File: src/rtl/uart_pkg.sv
// Shared UART types and helpers: receive FSM states, word-length encodings,
// and the small decode functions used by the receive framing engine.
package uart_pkg;

  // RX_BRK_WAIT is reachable only when UART_RX_BREAK_DETECT_EN is defined.
  typedef enum logic [2:0] {
    RX_IDLE,
    RX_START,
    RX_DATA,
    RX_PARITY,
    RX_STOP,
    RX_BRK_WAIT
  } rx_state_e;

  localparam logic [1:0] WLS_5 = 2'b00;
  localparam logic [1:0] WLS_6 = 2'b01;
  localparam logic [1:0] WLS_7 = 2'b10;
  localparam logic [1:0] WLS_8 = 2'b11;

  function automatic logic [3:0] wls_to_bits(input logic [1:0] wls);
    case (wls)
      WLS_5:   return 4'd5;
      WLS_6:   return 4'd6;
      WLS_7:   return 4'd7;
      WLS_8:   return 4'd8;
      default: return 4'd8;
    endcase
  endfunction

  // Unused upper data bits are zero, so a full-width XOR covers only real data.
  function automatic logic parity_expected(input logic [7:0] data,
                                           input logic       eps,
                                           input logic       sp);
    if (sp)
      return ~eps;
    else if (eps)
      return ^data;
    else
      return ~(^data);
  endfunction

  function automatic logic majority3(input logic [2:0] v);
    return (v[0] & v[1]) | (v[1] & v[2]) | (v[0] & v[2]);
  endfunction

endpackage

File: src/rtl/uart_sync.sv
// Multi-flop metastability synchronizer for asynchronous UART line inputs,
// resetting to 1 (idle level). STAGES must be at least 2.
module uart_sync #(
  parameter int STAGES = 2
) (
  input  logic pclk,
  input  logic presetn,
  input  logic d,
  output logic q
);

  logic [STAGES-1:0] sync_q;
  logic [STAGES-1:0] sync_d;

  always_comb begin
    sync_d = {sync_q[STAGES-2:0], d};
  end

  always_ff @(posedge pclk or negedge presetn) begin
    if (!presetn) begin
      sync_q <= '1;
    end else begin
      sync_q <= sync_d;
    end
  end

  assign q = sync_q[STAGES-1];

endmodule

File: src/rtl/uart_rx_deframer.sv
// UART receive framing engine: votes, samples and deserialises 16550-style frames.
// Optional break detection (rx_bi plus wait-for-idle) under UART_RX_BREAK_DETECT_EN.
module uart_rx_deframer
  import uart_pkg::*;
#(
  parameter int SYNC_STAGES = 2
) (
  input  logic       pclk,
  input  logic       presetn,
  input  logic       rxd,
  input  logic       rx_en,
  input  logic [1:0] lcr_wls,
  input  logic       lcr_pen,
  input  logic       lcr_eps,
  input  logic       lcr_sp,
  input  logic       voting_edge,
  input  logic       sample_edge,
  output logic       sample_clk_clr,
  output logic [7:0] rx_data,
  output logic       rx_valid,
  output logic       rx_pe,
  output logic       rx_fe,
  output logic       rx_bi,
  output logic       rx_busy
);

  logic rxd_s;

  uart_sync #(
    .STAGES (SYNC_STAGES)
  ) u_rxd_sync (
    .pclk    (pclk),
    .presetn (presetn),
    .d       (rxd),
    .q       (rxd_s)
  );

  rx_state_e   state_q, state_d;
  logic        rxd_s_d_q, rxd_s_d_d;
  logic [2:0]  vote_q, vote_d;
  logic [2:0]  vote_eff;
  logic        decision;
  logic        clr_c;

  logic [7:0]  data_q, data_d;
  logic [3:0]  bit_cnt_q, bit_cnt_d;
  logic [1:0]  wls_q, wls_d;
  logic        pen_q, pen_d;
  logic        eps_q, eps_d;
  logic        sp_q, sp_d;
  logic        pe_pend_q, pe_pend_d;
`ifdef UART_RX_BREAK_DETECT_EN
  logic        zero_q, zero_d;
`endif

  logic [7:0]  rx_data_q, rx_data_d;
  logic        rx_valid_q, rx_valid_d;
  logic        rx_pe_q, rx_pe_d;
  logic        rx_fe_q, rx_fe_d;
  logic        rx_bi_q, rx_bi_d;

  // A vote arriving with the sample pulse is folded into that sample's decision.
  assign vote_eff = voting_edge ? {vote_q[1:0], rxd_s} : vote_q;
  assign decision = majority3(vote_eff);

  always_comb begin
    state_d    = state_q;
    rxd_s_d_d  = rxd_s;
    vote_d     = vote_q;
    clr_c      = 1'b0;
    data_d     = data_q;
    bit_cnt_d  = bit_cnt_q;
    wls_d      = wls_q;
    pen_d      = pen_q;
    eps_d      = eps_q;
    sp_d       = sp_q;
    pe_pend_d  = pe_pend_q;
`ifdef UART_RX_BREAK_DETECT_EN
    zero_d     = zero_q;
`endif
    rx_data_d  = rx_data_q;
    rx_valid_d = 1'b0;
    rx_pe_d    = rx_pe_q;
    rx_fe_d    = rx_fe_q;
    rx_bi_d    = rx_bi_q;

    if (state_q == RX_IDLE) begin
      // Falling edge on the synchronised line arms a frame; LCR is frozen here.
      if (rx_en && rxd_s_d_q && !rxd_s) begin
        clr_c     = 1'b1;
        vote_d    = 3'b000;
        bit_cnt_d = 4'd0;
        data_d    = 8'h00;
        wls_d     = lcr_wls;
        pen_d     = lcr_pen;
        eps_d     = lcr_eps;
        sp_d      = lcr_sp;
        pe_pend_d = 1'b0;
`ifdef UART_RX_BREAK_DETECT_EN
        zero_d    = 1'b1;
`endif
        state_d   = RX_START;
      end
    end else if (!rx_en) begin
      state_d = RX_IDLE;
    end else begin
      if (voting_edge) vote_d = vote_eff;
      if (sample_edge) vote_d = {3{rxd_s}};

      case (state_q)
        RX_START: begin
          if (sample_edge) state_d = decision ? RX_IDLE : RX_DATA;
        end
        RX_DATA: begin
          if (sample_edge) begin
            data_d[bit_cnt_q[2:0]] = decision;
            bit_cnt_d = bit_cnt_q + 4'd1;
`ifdef UART_RX_BREAK_DETECT_EN
            if (decision) zero_d = 1'b0;
`endif
            if (bit_cnt_d == wls_to_bits(wls_q)) state_d = pen_q ? RX_PARITY : RX_STOP;
          end
        end
        RX_PARITY: begin
          if (sample_edge) begin
            pe_pend_d = (decision != parity_expected(data_q, eps_q, sp_q));
`ifdef UART_RX_BREAK_DETECT_EN
            if (decision) zero_d = 1'b0;
`endif
            state_d = RX_STOP;
          end
        end
        RX_STOP: begin
          if (sample_edge) begin
            rx_valid_d = 1'b1;
            rx_data_d  = data_q;
            rx_pe_d    = pe_pend_q;
            rx_fe_d    = ~decision;
`ifdef UART_RX_BREAK_DETECT_EN
            rx_bi_d    = zero_q & ~decision;
            state_d    = (zero_q & ~decision) ? RX_BRK_WAIT : RX_IDLE;
`else
            rx_bi_d    = 1'b0;
            state_d    = RX_IDLE;
`endif
          end
        end
`ifdef UART_RX_BREAK_DETECT_EN
        RX_BRK_WAIT: begin
          if (rxd_s) state_d = RX_IDLE;
        end
`endif
        default: state_d = RX_IDLE;
      endcase
    end
  end

  always_ff @(posedge pclk or negedge presetn) begin
    if (!presetn) begin
      state_q    <= RX_IDLE;
      rxd_s_d_q  <= 1'b1;
      vote_q     <= 3'b111;
      rx_data_q  <= 8'h00;
      rx_valid_q <= 1'b0;
      rx_pe_q    <= 1'b0;
      rx_fe_q    <= 1'b0;
      rx_bi_q    <= 1'b0;
    end else begin
      state_q    <= state_d;
      rxd_s_d_q  <= rxd_s_d_d;
      vote_q     <= vote_d;
      rx_data_q  <= rx_data_d;
      rx_valid_q <= rx_valid_d;
      rx_pe_q    <= rx_pe_d;
      rx_fe_q    <= rx_fe_d;
      rx_bi_q    <= rx_bi_d;
    end
  end

  // Frame working registers are always loaded at start detect before use.
  always_ff @(posedge pclk) begin
    data_q    <= data_d;
    bit_cnt_q <= bit_cnt_d;
    wls_q     <= wls_d;
    pen_q     <= pen_d;
    eps_q     <= eps_d;
    sp_q      <= sp_d;
    pe_pend_q <= pe_pend_d;
`ifdef UART_RX_BREAK_DETECT_EN
    zero_q    <= zero_d;
`endif
  end

  assign sample_clk_clr = clr_c;
  assign rx_data        = rx_data_q;
  assign rx_valid       = rx_valid_q;
  assign rx_pe          = rx_pe_q;
  assign rx_fe          = rx_fe_q;
  assign rx_bi          = rx_bi_q;
  assign rx_busy        = (state_q != RX_IDLE);

endmodule

File: config.mk
export PLATFORM = sky130hd
export DESIGN_NAME = uart_rx_deframer
export DESIGN_NICKNAME = d
export VERILOG_FILES = /design/src/rtl/uart_pkg.sv /design/src/rtl/uart_sync.sv /design/src/rtl/uart_rx_deframer.sv
export SDC_FILE = /design/constraint.sdc
export NUM_CORES = 1
export LEC_CHECK = 0
export ABC_AREA = 1
export CORE_UTILIZATION = 50
export CTS_BUF_LIST = sky130_fd_sc_hd__clkbuf_16
export DETAILED_ROUTE_END_ITERATION = 7
export MAX_ROUTING_LAYER = met4
export PLACE_DENSITY = 0.7
export SYNTH_ARGS = -nofsm -noshare
export SYNTH_HDL_FRONTEND = slang
export SYNTH_HIERARCHICAL = 1
export SYNTH_SLANG_ARGS = --single-unit
File: constraint.sdc
create_clock -name pclk -period 4.64 [get_ports pclk]
set_input_delay 0.928 -clock pclk [delete_from_list [all_inputs] [get_ports pclk]]
set_output_delay 0.928 -clock pclk [all_outputs]
set_load 0.01 [all_outputs]
Word level (Yosys, flattened, before mapping)

Cells that the tools add are included.

Input port bits: 11
Output and inout bits: 14
Logic and storage cells: 113
Register bits after elaboration: 38

Bitwise gates (word level): 9
Add/sub/neg operators: 1
Mux-type cells: 52
Equal/unequal tests: 15
Reduce and logical (&&, ||, !) cells: 19
Order comparisons: 2

Operators by type and width:

| kind                                                              | count |
|---|---|
| two-way mux 3 bit                                                 | 15 |
| two-way mux 8 bit                                                 | 5 |
| two-way mux 4 bit                                                 | 9 |
| inequality test 4 bit, second input constant                      | 5 |
| two-way mux 1 bit                                                 | 18 |
| one-hot mux 4 bit (4 select lines)                                | 1 |
| one-hot mux 3 bit (4 select lines)                                | 1 |
| AND reduction 4 bit                                               | 3 |
| bitwise mux 8 bit                                                 | 1 |
| nonzero test 2 bit                                                | 4 |
| parity 8 bit                                                      | 1 |
| equality test 3 x 2 -> 1 bit, second input constant               | 2 |
| AND reduction 6 bit                                               | 1 |
| nonzero test 3 bit                                                | 2 |
| adder 4 x 1 -> 4 bit, second input constant                       | 1 |
| equality test 2 bit, second input constant                        | 2 |
| equality test 4 bit                                               | 1 |
| less-than comparator 3 x 4 -> 1 bit, second input constant        | 1 |
| inverter 1 bit                                                    | 4 |
| AND 1 bit                                                         | 3 |
| demux 1 bit (select 3 bit)                                        | 1 |
| equality test 3 x 1 -> 1 bit, second input constant               | 1 |
| equality test 3 bit, second input constant                        | 1 |
| greater-or-equal comparator 3 x 1 -> 1 bit, second input constant | 1 |
| 11 further kinds                                                  | 14 |

Depth between registers and ports, before layout

Gate-level depths: netlist of the first run.

Depth after elaboration: 13
Depth in mapped cells: 11
Depth with buffers taken out: 11

Modules after synthesis

Netlist of the first run, hierarchy kept.

By module, submodules not included:

| module           | cells each | seq. area each (µm²) | area each (µm²) | times used |
|---|---|---|---|---|
| uart_rx_deframer | 257        | 996.0                | 2059.5          | 1 |
| uart_sync        | 2          | 52.6                 | 52.6            | 1 |

Worst setup path before layout of the first run

OpenSTA, ideal clock, no wires.

Kind: input -> output
Start point: input port rx_en
End point: output port sample_clk_clr
Stages: 2
Path slack: 2.297 ns
Path buffers: 0
Arrival time: 1.415 ns
Required time: 3.712 ns
Cell sequence: nand3_1 > nor2_1

Cells in the longest elaborated chain, start to end: 4

RTL lines:

| what                           | line                   | source |
|---|---|---|
| from (decl)                    | uart_rx_deframer.sv:11 | `input logic rx_en,` |
| logical AND 1 bit (2 in a row) | uart_rx_deframer.sv:89 | `if (rx_en && rxd_s_d_q && !rxd_s) begin` |
| two-way mux 1 bit              | uart_rx_deframer.sv:89 |  |
| two-way mux 1 bit              | uart_rx_deframer.sv:87 | `if (state_q == RX_IDLE) begin` |
| to (decl)                      | uart_rx_deframer.sv:18 | `output logic sample_clk_clr,` |

No other way between the ends.

Final worst setup path of the first run

Same ends and word-level chain as after synthesis.

==> flow_metrics.tcl, run 1 <==
set metrics [dict create \
    drt_iter0_drc 86 \
    hold_viol_final 0 \
    antenna_found_initial 0 \
    drive_above_1_share_pct 12.32 \
    final-max-slew-violation-count 0 \
    globalplace.congestion 0.8482 \
    syn_to_final_growth_pct 20.02 \
    slowest_delay_ps 630 \
    max_slew_margin_pct 36.10 \
    cts_root_buf "clkbuf_16" \
    worstMarginPinSlew_ps 954.9 \
    ant_nets 0 \
    firstDrtPassIters 4 \
    drt_wl_total_mm 3.656 \
    criticalPathCategory "input port to output pin" \
    fp.dieArea_mm2 0.004488 \
    grt_pass1_wl_mm 6.230 \
    cp_cell_sequence "clkdlybuf4s50_1, nand3_1, nor2_1, clkdlybuf4s50_1" \
    finalNetCount 296 \
    clk_latency_ps 280 \
    grt_pass1_vias 1489 \
    power_density_mw_per_mm2 604.2 \
    clkTransAtPathRegs_ps 60 \
    crit_top_cell "clkdlybuf4s50_1" \
    synthCells 259 \
    die_y_um 66.99 \
    max-vdd-ir-drop_uv 293.6 \
    fp.coreArea_mm2 0.004029 \
    required_ps 3710 \
    synth_cell_type_count 29 \
    leakagePower_uw 0.001210 \
    cp_max_fo 6 \
    tns_ps 0 \
    overflow 0 \
    post-cts-setup-buffer-count 0 \
    clockBufferDepth 2 \
    hold_path.class "flop to flop" \
    synth_top_area_share_pct 25.59 \
    crit_family "buffers and inverters" \
    yosys-top-cells-area "edfxtp_1 (26%), dfrtp_1 (17%), nand2_1 (14%), dfstp_2 (7.5%), inv_1 (6.9%)" \
    num_vias 1642 \
    numCtsBuffers 5 \
    end_kind "output pin" \
    track_usage_pct 19.59 \
    cts_tree "built" \
    synth_flop_cell "edfxtp_1" \
    synth_seq_area_share_pct 49.64 \
    synthTopCellsByCount "nand2_1 (80), inv_1 (39), edfxtp_1 (18), nor2_1 (16), nand3_1 (15)" \
    ys_async_sr_fraction_pct 52.63 \
    start_kind "input port" \
    diodes 0 \
    arrival_ps 2560 \
    grt_max_degree 21 \
    drcViolationCount 0 \
    io_pins 25 \
    status "finished clean" \
    cts_resized 0 \
    cap_violations 0 \
    die_width_um 66.99 \
    synth-edff-count 18 \
    hpwl_mm 2.763 \
    fill_cells 361 \
    total_power_uw 1532 \
    avgSynthCellArea_um2 8.155 \
    syn-cell-area_mm2 0.002112 \
    vias_per_cell 4.916 \
    max_freq_mhz 286.6 \
    yosysWarnings 6 \
    syn_nets 272 \
    synth_area_leader_cell "edfxtp_1" \
    htree_levels 2 \
    wl_per_cell_um 10.95 \
    critPathSlowestCell "clkdlybuf4s50_1" \
    min_period_ps 3489 \
    start_util_pct 52.42 \
    finalClockSkew_ps 5.199 \
    min_period_over_period_pct 75.20 \
    grt_setup_unrepaired "no" \
    ys_seq_elements 38 \
    setup_viol 0 \
    cp_num_buf_inv 2 \
    numClockSinks 38 \
    rows 23 \
    port_buffers 23 \
    cts-hold-fix-buffers 0 \
    synth.most_common_cell "nand2_1" \
]
flip-flops by register name, indices dropped and copies added (netlist names):
signal and count:
bit_cnt_q 4, pen_q 1, eps_q 1, u_rxd_sync/sync_q 2, sp_q 1, vote_q 3
rx_data 8, rxd_s_d_q 1, state_q 3, rx_valid 1, rx_fe 1, pe_pend_q 1
rx_pe 1, data_q 8, wls_q 2
final timing paths:
| check | from | slack [ps] | to | cells past startpoint |
|---|---|---|---|---|
| max reg2reg | state_q[2]$_DFFE_PN0P_ | 2270 | bit_cnt_q[2]$_SDFFCE_PP0P_ | 7 |
| min reg2reg | u_rxd_sync/sync_q[0]$_DFF_PN1_ | 350 | u_rxd_sync/sync_q[1]$_DFF_PN1_ | 0 |
| min | u_rxd_sync/sync_q[0]$_DFF_PN1_ | 350 | u_rxd_sync/sync_q[1]$_DFF_PN1_ | 0 |
| max | rx_en | 1150 | sample_clk_clr | 4 |
| min in group asynchronous | presetn | 1140 | rx_data[6]$_DFFE_PN0P_ | 1 |
| max in group asynchronous | presetn | 2970 | rx_valid$_DFF_PN0_ | 1 |
cell usage in the layout (no fill, tap or decap), drive strengths merged, types with 6 or more instances in the layout:
master,instances
inv,43
clkdlybuf4s50,23
a21oi,8
nand2,83
dfstp,6
o21ai,30
nor2,19
edfxtp,18
nand3,16
nor3,6
dfrtp,14
clkbuf,6
stage by stage:
stage          cells  util (%)  cell area [um^2]  hold slack, ps  setup slack (ps)
2_1_floorplan    259         -              2112           345.2              2297
3_3_place_gp     326     58.35              2351           345.9              1184
3_5_place_dp     326     58.35              2351           346.8              1137
4_1_cts          334     62.92              2535           355.1              1126
5_1_grt          334     62.92              2535           358.4              1007
6_report         334     62.92              2535           354.6              1151
power by group:
| group | internal, uW | switching (uW) |
|---|---|---|
| Clock | 284 | 129 |
| Combinational | 237 | 334 |
| Sequential | 478 | 68.7 |
layout make-up:
| type | count | area, um^2 | area share, % |
|---|---|---|---|
| flip-flops and latches | 38 | 1049 | 41.36 |
| multi-input cells | 172 | 848.3 | 33.46 |
| repair buffers | 23 | 230.2 | 9.082 |
| inverters | 43 | 161.4 | 6.367 |
| clock buffers | 6 | 150.1 | 5.923 |
| well taps | 50 | 62.56 | 2.468 |
| clock inverters | 2 | 33.78 | 1.333 |
cells by family after synthesis:
group                    after synthesis  share of synthesized area, %
flip-flops                            38                         49.64
XOR/XNOR                               2                        0.8295
other                                  1                        0.1776
AO/OA/AOI/OAI                         40                         11.32
adder cells (fa/ha/maj)                2                         1.185
buffers and inverters                 49                         10.19
AND/OR/NAND/NOR                      127                         26.66
per-layer routing:
metal  up-vias  routed length [um]  track usage (%)
met5         -                   0                -
li1        869                   -                -
met4         0                  66            7.713
met2        34                1699            30.30
met1       733                1729            24.38
met3         6                 160            5.137
Note: power is estimated with default switching activity, not from simulation.
==> run 2, diff against run 1 <==
--- a/config.mk
+++ b/config.mk
@@ -10,7 +10,7 @@
 export CTS_BUF_LIST = sky130_fd_sc_hd__clkbuf_16
 export DETAILED_ROUTE_END_ITERATION = 7
 export MAX_ROUTING_LAYER = met4
-export PLACE_DENSITY = 0.7
+export PLACE_DENSITY = 0.72
 export SYNTH_ARGS = -nofsm -noshare
 export SYNTH_HDL_FRONTEND = slang
 export SYNTH_HIERARCHICAL = 1
==> constraint.sdc (replaced) <==
create_clock -name pclk -period 3 [get_ports pclk]
set_input_delay 0.6 -clock pclk [delete_from_list [all_inputs] [get_ports pclk]]
set_output_delay 0.6 -clock pclk [all_outputs]
set_load 0.01 [all_outputs]
==> run 2 against run 1 <==
Net effect:
- sequential power increased by 54%
- sequential share of layout area increased by 0.52 points
- setup slack got worse by 760 ps
- first-iteration DRC count decreased by 14%
- cell area decreased by 1.2%
- non-clock buffer count increased by 2
- die area unchanged
- clock power increased by 19%
- largest cell class unchanged
- largest power group unchanged
==> flow_metrics.tcl, run 2 (synthesis results as in run 1) <==
set metrics [dict create \
    status "finished clean" \
    place_worst_setup_slack_ps 456.9 \
    top_layer_used "met4" \
    worst_r2r_endpoint "data_q[1]$_SDFFCE_PP0P_" \
    dp.cells 328 \
    max_slew_margin_pct 38.45 \
    place_area_mm2 0.002366 \
    numCtsBuffers 5 \
    hold_viol_final 0 \
    fin_area_mm2 0.002504 \
    io_pins 25 \
    grt_pass1_vias 1491 \
    worstMarginPinSlew_ps 920.3 \
    hpwl_mm 2.652 \
    hold_path.class "flop to flop" \
    tns_ps 0 \
    drt_iter0_drc 74 \
    worstHoldPathCells 0 \
    max-vdd-ir-drop_uv 471.2 \
    grt_max_degree 21 \
    required_ps 2400 \
    port_buffers 23 \
    power_density_mw_per_mm2 889.0 \
    min_period_ps 2612 \
    reg2reg_slack_ps 1160 \
    grt_pass1_wl_mm 6.375 \
    min_from "u_rxd_sync/sync_q[0]$_DFF_PN1_" \
    start_util_pct 52.42 \
    diodes 0 \
    mostFrequentLayoutCells "nand2_1 (80), inv_1 (40), clkdlybuf4s50_1 (23)" \
    end_kind "output pin" \
    firstDrtPassIters 4 \
    clk_latency_ps 280 \
    overflow 0 \
    final-max-slew-violation-count 0 \
    reg2reg_from "state_q[2]$_DFFE_PN0P_" \
    finalNetCount 298 \
    instances_no_fill 336 \
    finalClockSkew_ps 2.778 \
    drcViolationCount 0 \
    rr_worst_depth 8 \
    clockBufferDepth 2 \
    cts_tree "built" \
    rows 23 \
    grt_setup_unrepaired "no" \
    fin_ws_ps 388.1 \
    cp_max_fo 11 \
    numClockSinks 38 \
    max_freq_mhz 382.9 \
    globalplace.congestion 0.8310 \
    whs_endpoint "u_rxd_sync/sync_q[1]$_DFF_PN1_" \
    setup_viol 0 \
    leakagePower_uw 0.001203 \
    die_y_um 66.99 \
    cts_root_buf "clkbuf_16" \
    num_vias 1642 \
    vias_per_cell 4.887 \
    syn_to_final_growth_pct 18.54 \
    die_width_um 66.99 \
    dr_wl_met2_mm 1.577 \
    fill_cells 372 \
    criticalPathCategory "flop to output pin" \
    antenna_found_initial 0 \
    clkTransAtPathRegs_ps 50 \
    wl_met1_mm 1.808 \
    cts-hold-fix-buffers 0 \
    start_kind "flop" \
    arrival_ps 2010 \
    htree_levels 2 \
    drt_wl_total_mm 3.616 \
    track_usage_pct 19.99 \
    post-cts-setup-buffer-count 0 \
    ant_nets 0 \
    cap_violations 0 \
    cts_resized 0 \
    final_common_cell "nand2_1" \
    fp.coreArea_mm2 0.004029 \
    drive_above_1_share_pct 12.59 \
    fp.dieArea_mm2 0.004488 \
    min_period_over_period_pct 87.06 \
    wl_per_cell_um 10.76 \
    dr_wl_met3_um 158 \
]
[run 2: cell type report]
| cell class | instances | area, um^2 | share of cell area [%] |
|---|---|---|---|
| flip-flops and latches | 38 | 1049 | 41.88 |
| multi-input cells | 172 | 848.3 | 33.88 |
| repair buffers | 25 | 245.2 | 9.795 |
| inverters | 43 | 161.4 | 6.447 |
| clock buffers | 5 | 125.1 | 4.998 |
| well taps | 50 | 62.56 | 2.499 |
| clock inverters | 3 | 12.51 | 0.4998 |
[run 2: how the worst max path moves through the flow]
stage / endpoint / from / depth (start not counted)
after floorplan: sample_clk_clr / state_q[2]$_DFFE_PN0P_ / 6
after global placement: sample_clk_clr / rx_en / 4
after detailed placement: sample_clk_clr / rx_en / 4
after CTS: sample_clk_clr / state_q[2]$_DFFE_PN0P_ / 6
after global routing: sample_clk_clr / state_q[2]$_DFFE_PN0P_ / 6
final: sample_clk_clr / state_q[2]$_DFFE_PN0P_ / 6
[run 2: through the flow]
step / util [%] / hold slack (ps) / power (uW)
finish: 62.14 / 356.0 / 2226
global route: 62.14 / 362.9 / 2420
CTS: 62.14 / 358.6 / 2244
detailed placement: 58.73 / 347.2 / 1744
global placement: 58.73 / 346.3 / 1723
floorplan: - / 304.4 / 1472
[run 2: metal layers]
layer | track usage, % | vias to the layer above
li1 | - | 876
met1 | 24.86 | 723
met2 | 30.68 | 36
met3 | 5.651 | 7
met4 | 7.713 | 0
met5 | - | -
[run 2: report_power, final]
part	switching [uW]	internal [uW]	leakage, uW
clock network	191	300	0.0000724
logic	517	375	0.000717
registers	104	739	0.000414
total	812	1410	0.00120
[run 2: worst max-delay path, stage by stage (launching register included)]
cell and delay, ps:
dfrtp_1 430, nor2_2 180, inv_2 80, nor2_8 170, inv_2 150, nor2_1 160
clkdlybuf4s50_1 550
==> run 3, diff against run 2 <==
--- a/config.mk
+++ b/config.mk
@@ -5,8 +5,7 @@
 export SDC_FILE = /design/constraint.sdc
 export NUM_CORES = 1
 export LEC_CHECK = 0
-export ABC_AREA = 1
-export CORE_UTILIZATION = 50
+export CORE_UTILIZATION = 49
 export CTS_BUF_LIST = sky130_fd_sc_hd__clkbuf_16
 export DETAILED_ROUTE_END_ITERATION = 7
 export MAX_ROUTING_LAYER = met4
==> run 3 against run 2 <==
Net effect:
- synthesized cell count down 36%
- clock power up 3%
- sequential power up 1%
==> flow_metrics.tcl, run 3 <==
set metrics [dict create \
    synth-edff-count 18 \
    required_ps 2400 \
    end_kind "output pin" \
    worst_r2r_endpoint "state_q[2]$_DFFE_PN0P_" \
    syn_to_final_growth_pct 21.59 \
    clkTransAtPathRegs_ps 60 \
    hold_path.class "flop to flop" \
    cap_violations 0 \
    start_kind "input port" \
    cts_tree "built" \
    max_freq_mhz 372.8 \
    finalClockSkew_ps 5.166 \
    wl_per_cell_um 15.27 \
    clockPowerShare_pct 23.8 \
    cts_resized 0 \
    cts_root_buf "clkbuf_16" \
    status "finished clean" \
    synth_top_area_share_pct 28.70 \
    cts-hold-fix-buffers 0 \
    synth_flop_cell "edfxtp_1" \
    drive_above_1_share_pct 14.14 \
    cp_max_fo 6 \
    synth_area_leader_cell "edfxtp_1" \
    yosysWarnings 6 \
    switchingPower_uw 703.2 \
    swShare_pct 33.21 \
    numCtsBuffers 5 \
    vias_per_cell 5.573 \
    hpwl_mm 2.637 \
    start_util_pct 51.44 \
    overflow 0 \
    globalplace.congestion 0.8125 \
    fp.coreArea_mm2 0.003661 \
    synthTopCellsByCount "nor2_1 (21), edfxtp_1 (18), dfrtp_1 (14), nand2_1 (14)" \
    hold_ws_ps 360.1 \
    ys_seq_elements 38 \
    arrival_ps 2080 \
    clk_latency_ps 280 \
    setup_viol 0 \
    max-vdd-ir-drop_uv 496.5 \
    share_comb_of_total_power_pct 35.9 \
    finalNetCount 203 \
    seq_power_share_pct 40.3 \
    rows 22 \
    power_density_mw_per_mm2 924.7 \
    drt_wl_total_mm 3.649 \
    hold_viol_final 0 \
    ant_nets 0 \
    drcViolationCount 0 \
    syn_nets 179 \
    synth_seq_area_share_pct 55.68 \
    fp.dieArea_mm2 0.004095 \
    ys_async_sr_fraction_pct 52.63 \
    max_slew_margin_pct 43.24 \
    startpoint "rx_en" \
    worstMarginPinSlew_ps 848.7 \
    final_common_cell "clkdlybuf4s50_1" \
    port_buffers 23 \
    internal-power_uw 1414 \
    io_pins 25 \
    die_y_um 63.99 \
    clockBufferDepth 2 \
    grt_pass1_vias 1327 \
    num_vias 1332 \
    post-cts-setup-buffer-count 0 \
    grt_setup_unrepaired "no" \
    reg2reg_from "bit_cnt_q[0]$_SDFFCE_PP0P_" \
    numClockSinks 38 \
    firstDrtPassIters 4 \
    tns_ps 0 \
    fill_cells 301 \
    die_width_um 63.99 \
    mostFrequentLayoutCells "clkdlybuf4s50_1 (23), nor2_1 (21), edfxtp_1 (18)" \
    criticalPathCategory "input port to output pin" \
    final-max-slew-violation-count 0 \
    synth_cell_type_count 43 \
    critPathCapture "sample_clk_clr" \
    syn-cell-area_mm2 0.001883 \
    antenna_found_initial 0 \
    rr_worst_depth 5 \
    min_period_over_period_pct 89.41 \
    reg2reg_slack_ps 570 \
    leakagePower_uw 0.0009308 \
    diodes 0 \
    htree_levels 2 \
    grt_max_degree 21 \
    grt_pass1_wl_mm 6.320 \
    min_period_ps 2682 \
    drt_iter0_drc 83 \
    yosys-top-cells-area "edfxtp_1 (29%), dfrtp_1 (19%), dfstp_2 (8.4%), mux2_2 (5.4%), mux2i_1 (4.8%)" \
    synth.most_common_cell "nor2_1" \
    avgSynthCellArea_um2 11.34 \
    track_usage_pct 21.74 \
    synthCells 166 \
]
==> run 3: cell count changes in the layout (fill, tap and decap cells not counted), sizes merged, moves of 2 or more <==
cell    previous run  this run
nand2             83        14
inv               44         4
o21ai             30         7
nand3             16         2
mux2               0         9
mux2i              0         9
xnor2              0         9
nor3               6         3
and3               0         2
nand3b             1         3
nor2              19        21
nor3b              0         2
or3                0         2
==> run 3: cell type report <==
class,instances,area (um^2),area share [%]
flip-flops and latches,38,1049,45.79
multi-input cells,114,768.2,33.55
repair buffers,26,252.7,11.04
clock buffers,5,125.1,5.464
well taps,48,60.06,2.623
inverters,5,18.77,0.8197
clock inverters,3,16.27,0.7104
==> run 3: kinds of logic (layout without fill, tap and decap cells) <==
group                      count (synthesis)  in the layout  synth area share (%)
DFF                                       38             38                 55.68
buffers and inverters                     14             39                 3.521
other                                      1              1                0.1991
AOI/OAI and AO/OA                         25             25                 8.905
and+or+nand+nor                           55             55                 14.09
muxes                                     18             18                 10.17
xor gates and xnor gates                  12             12                 5.582
adders and majority gates                  3              3                 1.860
==> run 3: per-stage QoR <==
step	util [%]	instance area, um^2	power, uW	setup slack [ps]	instances
2_1_floorplan	-	1883	1326	882.2	166
3_3_place_gp	58.68	2148	1587	373.0	231
3_5_place_dp	58.68	2148	1620	305.2	231
4_1_cts	62.54	2290	2131	302.0	239
5_1_grt	62.54	2290	2251	234.6	239
6_report	62.54	2290	2117	317.8	239
==> run 3: power by group through the flow <==
| stage | Sequential [uW] | Clock, uW | Combinational (uW) |
|---|---|---|---|
| 2_1_floorplan | 826 | 0 | 501 |
| 3_3_place_gp | 852 | 0 | 735 |
| 3_5_place_dp | 864 | 0 | 757 |
| 4_1_cts | 855 | 514 | 763 |
| 5_1_grt | 878 | 538 | 835 |
| 6_report | 854 | 504 | 759 |
==> run 3: worst max-delay path, cell delays in order <==
cell and delay [ps]:
clkdlybuf4s50_1 550, and3_1 340, clkdlybuf4s50_1 590
==> run 3: routing by layer <==
layer,global-route usage [%],part of all wire [%],wire length (um),vias up
li1,-,-,-,635
met4,8.523,1.5,53,0
met1,26.89,44,1605,651
met3,6.429,5.0,184,7
met2,33.51,49,1806,39
met5,-,0,0,-
==> run 3: worst min path at each step <==
stage,startpoint,end,slack [ps],cells past startpoint
6_report,u_rxd_sync/sync_q[0]$_DFF_PN1_,u_rxd_sync/sync_q[1]$_DFF_PN1_,360,0
5_1_grt,u_rxd_sync/sync_q[0]$_DFF_PN1_,u_rxd_sync/sync_q[1]$_DFF_PN1_,370,0
4_1_cts,u_rxd_sync/sync_q[0]$_DFF_PN1_,u_rxd_sync/sync_q[1]$_DFF_PN1_,360,0
3_5_place_dp,u_rxd_sync/sync_q[0]$_DFF_PN1_,u_rxd_sync/sync_q[1]$_DFF_PN1_,350,0
3_3_place_gp,u_rxd_sync/sync_q[0]$_DFF_PN1_,u_rxd_sync/sync_q[1]$_DFF_PN1_,350,0
2_1_floorplan,presetn,rx_data[0]$_DFFE_PN0P_,300,0
